## src/rtl/oc8051_int_arb_pkg.sv

```systemverilog
// Shared types and constants for the oc8051 interrupt arbiter: FSM encoding,
// default vector layout and the vector-address helper.
package oc8051_int_arb_pkg;

  typedef enum logic [0:0] {
    IARB_IDLE     = 1'b0,
    IARB_WAIT_ACK = 1'b1
  } iarb_state_e;

  localparam logic [7:0] IARB_VEC_BASE = 8'h03;
  localparam logic [7:0] IARB_VEC_STEP = 8'h08;

  // Low byte of the LCALL target; arithmetic wraps mod 256 on purpose.
  function automatic logic [7:0] iarb_vec(input logic [7:0] base,
                                          input logic [7:0] step,
                                          input logic [7:0] idx);
    return base + idx * step;
  endfunction

endpackage

```

## src/rtl/oc8051_int_arb_pri_enc.sv

```systemverilog
// Priority encoder with start pointer: picks the lowest set index at or above
// ptr_i, wrapping to the lowest set index overall. ptr_i=0 gives fixed priority.
module oc8051_int_arb_pri_enc #(
  parameter int NSRC = 5,
  parameter int IW   = 3
) (
  input  logic [NSRC-1:0] mask_i,
  input  logic [IW-1:0]   ptr_i,
  output logic [IW-1:0]   idx_o,
  output logic            valid_o
);

  logic [IW-1:0] up_idx;
  logic          up_v;
  logic [IW-1:0] any_idx;
  logic          any_v;

  // Descending scans so the lowest qualifying index is the last one written.
  always_comb begin
    up_idx  = '0;
    up_v    = 1'b0;
    any_idx = '0;
    any_v   = 1'b0;
    for (int k = NSRC - 1; k >= 0; k--) begin
      if (mask_i[k] && (k >= int'(ptr_i))) begin
        up_idx = IW'(k);
        up_v   = 1'b1;
      end
      if (mask_i[k]) begin
        any_idx = IW'(k);
        any_v   = 1'b1;
      end
    end
  end

  assign idx_o   = up_v ? up_idx : any_idx;
  assign valid_o = any_v;

endmodule

```

## src/rtl/oc8051_int_arb.sv

```systemverilog
// Interrupt arbiter for the oc8051 op-select stage: two-level nested priority,
// one-cycle intr pulse with vector, ack handshake, RETI unwinding.
// Define OC8051_INT_RR_EN for round-robin within a level (default: fixed priority).
//
// Handshake: intr is a one-cycle request carrying int_v; the FSM then holds in
// WAIT_ACK until ack pulses, which commits the service level and pulses clr.
module oc8051_int_arb
  import oc8051_int_arb_pkg::*;
#(
  parameter int         NSRC     = 5,
  parameter logic [7:0] VEC_BASE = IARB_VEC_BASE,
  parameter logic [7:0] VEC_STEP = IARB_VEC_STEP
) (
  input  logic            clk,
  input  logic            rst,
  input  logic [NSRC-1:0] req,
  input  logic            ea,
  input  logic [NSRC-1:0] ie,
  input  logic [NSRC-1:0] ip,
  input  logic            blk,
  input  logic            ack,
  input  logic            reti,
  output logic            intr,
  output logic [7:0]      int_v,
  output logic [NSRC-1:0] clr,
  output logic            in_lo,
  output logic            in_hi,
  output iarb_state_e     state_dbg
);

  localparam int IW = (NSRC > 1) ? $clog2(NSRC) : 1;

  iarb_state_e     state_q, state_d;
  logic [IW-1:0]   sel_idx_q, sel_idx_d;
  logic            sel_ip_q, sel_ip_d;
  logic            intr_q, intr_d;
  logic [7:0]      int_v_q, int_v_d;
  logic [NSRC-1:0] clr_q, clr_d;
  logic            in_lo_q, in_lo_d;
  logic            in_hi_q, in_hi_d;

  logic [NSRC-1:0] elig, hi_c, lo_c, allowed;
  logic [IW-1:0]   enc_idx, ptr;
  logic            enc_v;

  assign elig = req & ie & {NSRC{ea}};
  assign hi_c = elig & ip;
  assign lo_c = elig & ~ip;

  // High service masks everything; low service admits only high requests.
  always_comb begin
    allowed = '0;
    if (in_hi_q)      allowed = '0;
    else if (in_lo_q) allowed = hi_c;
    else if (|hi_c)   allowed = hi_c;
    else              allowed = lo_c;
  end

  oc8051_int_arb_pri_enc #(
    .NSRC (NSRC),
    .IW   (IW)
  ) u_pri_enc (
    .mask_i  (allowed),
    .ptr_i   (ptr),
    .idx_o   (enc_idx),
    .valid_o (enc_v)
  );

`ifdef OC8051_INT_RR_EN
  logic [IW-1:0] rr_ptr_q, rr_ptr_d;

  always_comb begin
    rr_ptr_d = rr_ptr_q;
    if (state_q == IARB_WAIT_ACK && ack) begin
      rr_ptr_d = (sel_idx_q == IW'(NSRC - 1)) ? '0 : sel_idx_q + 1'b1;
    end
  end

  always_ff @(posedge clk or posedge rst) begin
    if (rst) rr_ptr_q <= '0;
    else     rr_ptr_q <= rr_ptr_d;
  end

  assign ptr = rr_ptr_q;
`else
  assign ptr = '0;
`endif

  always_comb begin
    state_d   = state_q;
    sel_idx_d = sel_idx_q;
    sel_ip_d  = sel_ip_q;
    intr_d    = 1'b0;
    int_v_d   = int_v_q;
    clr_d     = '0;
    in_lo_d   = in_lo_q;
    in_hi_d   = in_hi_q;

    // RETI unwinds first so a same-cycle ack lands on the popped level.
    if (reti) begin
      if (in_hi_q)      in_hi_d = 1'b0;
      else if (in_lo_q) in_lo_d = 1'b0;
    end

    case (state_q)
      IARB_IDLE: begin
        if (!blk && enc_v) begin
          intr_d    = 1'b1;
          int_v_d   = iarb_vec(VEC_BASE, VEC_STEP, 8'(enc_idx));
          sel_idx_d = enc_idx;
          sel_ip_d  = ip[enc_idx];
          state_d   = IARB_WAIT_ACK;
        end
      end
      IARB_WAIT_ACK: begin
        if (ack) begin
          clr_d = NSRC'(1) << sel_idx_q;
          if (sel_ip_q) in_hi_d = 1'b1;
          else          in_lo_d = 1'b1;
          state_d = IARB_IDLE;
        end
      end
      default: state_d = IARB_IDLE;
    endcase
  end

  always_ff @(posedge clk or posedge rst) begin
    if (rst) begin
      state_q   <= IARB_IDLE;
      sel_idx_q <= '0;
      sel_ip_q  <= 1'b0;
      intr_q    <= 1'b0;
      int_v_q   <= 8'h00;
      clr_q     <= '0;
      in_lo_q   <= 1'b0;
      in_hi_q   <= 1'b0;
    end else begin
      state_q   <= state_d;
      sel_idx_q <= sel_idx_d;
      sel_ip_q  <= sel_ip_d;
      intr_q    <= intr_d;
      int_v_q   <= int_v_d;
      clr_q     <= clr_d;
      in_lo_q   <= in_lo_d;
      in_hi_q   <= in_hi_d;
    end
  end

  assign intr      = intr_q;
  assign int_v     = int_v_q;
  assign clr       = clr_q;
  assign in_lo     = in_lo_q;
  assign in_hi     = in_hi_q;
  assign state_dbg = state_q;

endmodule
```

## config.mk

```make
export PLATFORM = sky130hd
export DESIGN_NAME = oc8051_int_arb
export DESIGN_NICKNAME = d
export VERILOG_FILES = /design/src/rtl/oc8051_int_arb_pkg.sv /design/src/rtl/oc8051_int_arb_pri_enc.sv /design/src/rtl/oc8051_int_arb.sv
export SDC_FILE = /design/constraint.sdc
export NUM_CORES = 1
export LEC_CHECK = 0
export CAP_MARGIN = 5
export CELL_PAD_IN_SITES_DETAIL_PLACEMENT = 1
export CELL_PAD_IN_SITES_GLOBAL_PLACEMENT = 1
export CORE_MARGIN = 1.5
export CORE_UTILIZATION = 28
export DETAILED_ROUTE_END_ITERATION = 7
export PLACE_DENSITY = 0.73
export SYNTH_ARGS = -nofsm -noshare
export SYNTH_HDL_FRONTEND = slang
export SYNTH_SLANG_ARGS = --single-unit
```

## constraint.sdc

```tcl
create_clock -name clk -period 3.1 [get_ports clk]
set_clock_uncertainty 0.2 [all_clocks]
set_input_delay 0.31 -clock clk [delete_from_list [all_inputs] [get_ports clk]]
set_output_delay 0.31 -clock clk [all_outputs]
set_load 0.01 [all_outputs]
```

==> flow_summary.yaml <==
status:
  status: "finished clean"
floorplan:
  core-area_um2: 2760
  dieArea_um2: 3220
  fp.dieH_um: 56.7
  rows: 19
  initial_core_util_pct: 29.3
  ioPinCount: 38
  die_w_um: 56.7
clock_tree:
  cts_setup_buffers: 0
  cts_inserted_buffers: 3
  clock_sinks: 14
  insertion_delay_ps: 270
  cts_resized: 0
  hold_buffers: 0
  clock_path_buffers: 2
  cts-root-buf: "clkbuf_4"
  tritoncts: "done"
  htree_levels: 1
  clk_pin_slew_ps: 80
yosys:
  synthCells: 88
  synth_top_area_share_pct: 43.3
  yosysTopAreaCell: "dfrtp_1"
  synth_cell_type_count: 35
  synth_warnings: 0
  yosys-top-cells-area: "dfrtp_1, buf_4, nand2_1"
  avgSynthCellArea_um2: 9.18
  synthesis.area_um2: 808
  seq_area_frac_synth_pct: 43.3
  synth_seq_cells: 14
sta:
  worst_pin_slew_ps: 515
  fmax_ghz: 0.388
  hold_violations: 0
  rsz0062_at_grt: "false"
  period_share_pct: 83.1
  slew_violations: 0
  setup-violations-final: 0
  max_slew_margin_pct: 65.2
  finalCriticalPeriod_ps: 2580
  fin_tns_setup_ps: 0
finish:
  antennaDiodeCount: 0
  drive_above_1_share_pct: 9.84
  areaGrowthSynthToFinish_pct: 46.4
  nets: 145
  final_area_um2: 1180
worst_setup_path:
  crit_fanout: 6
  cp-startpoint: "ea"
  critPathMaxStageDelay_ps: 510
  cp.arrival_ps: 2540
  cp_cell_sequence: "clkdlybuf4s50_1, and4_2, a41oi_1, a31oi_1, a21o_1, and2_4, mux2_4"
  r2r_start: "in_hi$_DFF_PP0_"
  criticalPathCategory: "in2reg"
  cp_data_required_time_ps: 3060
  crit_path_end_kind: "flip-flop"
  worst_path_max_delay_cell: "clkdlybuf4s50_1"
  cp-start-kind: "input pin"
global_route:
  first_global_vias: 825
  grt_start_max_net_pins: 15
  overflow: 0
  grt_pass1_wl_um: 3470
  antenna_found_initial: 0
  grt_use_total_pct: 13.9
routing:
  routed_via_density: 5.12
  drt_pass1_iterations: 4
  wirelength_um: 2190
  ant_nets: 0
  drt_iter0_markers: 15
  wire_per_inst_um: 14.3
  vias: 784
  drcViolationCount: 0
placement:
  gp_congestion: 0.831
  dpl-instance-area_um2: 1160
  hpwl_um: 1810
  portBuffers: 34
flow_run:
  maxCapViolCount: 0
power_and_ir_drop:
  max-vdd-ir-drop_v: 0.000328
  p_leak_uw: 0.000499
  p_per_area_nw_per_um2: 538
worst_hold_path:
  hp-class: "in2async"
[cells in the mapped netlist, drive strengths merged]
| master | instances |
|---|---|
| a22oi | 1 |
| a32o | 1 |
| nor4b | 1 |
| nor4 | 2 |
| and3 | 3 |
| mux2i | 2 |
| nor3 | 1 |
| a31o | 1 |
| or2b | 1 |
| a21oi | 4 |
| mux2 | 1 |
| or2 | 2 |
| a21boi | 1 |
| nand2b | 1 |
| o211ai | 1 |
| inv | 6 |
| a21bo | 1 |
| nor3b | 2 |
| a21o | 1 |
| o32a | 1 |
| nand2 | 7 |
| nor2 | 7 |
| nand3 | 5 |
| and2 | 1 |
| or3 | 1 |
| a41oi | 1 |
| dfrtp | 14 |
| o21ai | 4 |
| and4 | 2 |
| nand4 | 2 |
| conb | 1 |
| o21bai | 1 |
| a31oi | 3 |
| buf | 5 |
[cell families (layout without fill, tap and decap cells)]
group	count (synthesis)	after routing	share of synthesized area [%]
mux	3	3	4.33
other cells	1	3	0.464
buf+inv	11	43	6.97
flops	14	14	43.3
compound gates	21	21	17.8
simple gates	38	38	27.1
[state kept, by name, summed over array words and instances (netlist names)]
| name | count |
|---|---|
| clr | 5 |
| in_lo | 1 |
| int_v | 1 |
| state_dbg | 1 |
| intr | 1 |
| sel_idx_q | 3 |
| in_hi | 1 |
| sel_ip_q | 1 |
[worst max-delay path: cells and delay by family]
kind | cells | cell delay (ps)
AO/OA/AOI/OAI | 3 | 980
multiplexers | 1 | 280
AND/OR/NAND/NOR | 2 | 450
buffers and inverters | 1 | 510
[final cells by class]
cell class	count	area (um^2)
multi-input cells	65	409
clock buffers	3	22.5
repair buffers	34	340
inverters	6	22.5
well taps	31	38.8
fillers	333	1570
flip-flops and latches	14	350
[per-stage QoR]
stage               hold WS (ps)  worst slack, ps  util [%]  std cells  total power (uW)
global route                 231              481      42.9        153               681
CTS                          197              582      42.9        153               647
floorplan                 -0.781              881         -         90               404
finish                       176              525      42.9        153               637
global placement             294              378      42.1        150               539
detailed placement           310              290      42.1        150               546
[path summary, 6_finish.rpt]
| path | endpoint | slack (ps) | cells past startpoint |
|---|---|---|---|
| setup / recovery | sel_idx_q[0]$_DFFE_PP0P_ | 520 | 7 |
| min in group clk | int_v[1]$_DFFE_PP0P_ | 320 | 1 |
| setup reg to reg | sel_idx_q[0]$_DFFE_PP0P_ | 800 | 6 |
| max in group asynchronous | clr[0]$_DFF_PP0_ | 2170 | 2 |
| hold reg to reg | int_v[1]$_DFFE_PP0P_ | 320 | 1 |
| hold / removal | sel_idx_q[1]$_DFFE_PP0P_ | 180 | 2 |
[layer usage]
metal / wire [um] / vias up / track usage (%)
li1: - / 386 / -
met1: 874 / 362 / 13.7
met2: 1150 / 30 / 27.6
met3: 126 / 6 / 1.84
met4: 38 / 0 / 6.80
met5: 0 / - / 0
[layout by cell type (no fill, tap or decap), drive strengths merged, types with 3 or more instances in the layout]
cell type,netlist,final
clkdlybuf4s50,0,34
dfrtp,14,14
nor2,7,7
nand2,7,7
inv,6,6
nand3,5,5
o21ai,4,4
a21oi,4,4
and3,3,3
a31oi,3,3
conb,1,3
clkbuf,0,3
[power breakdown]
part,internal (uW),total (uW),leakage [uW],switching (uW)
Sequential,226,282,0.000182,55.6
Combinational,147,258,0.000303,110
Clock,45.0,97.6,0.0000138,52.6
(Power assumes the default switching activity.)
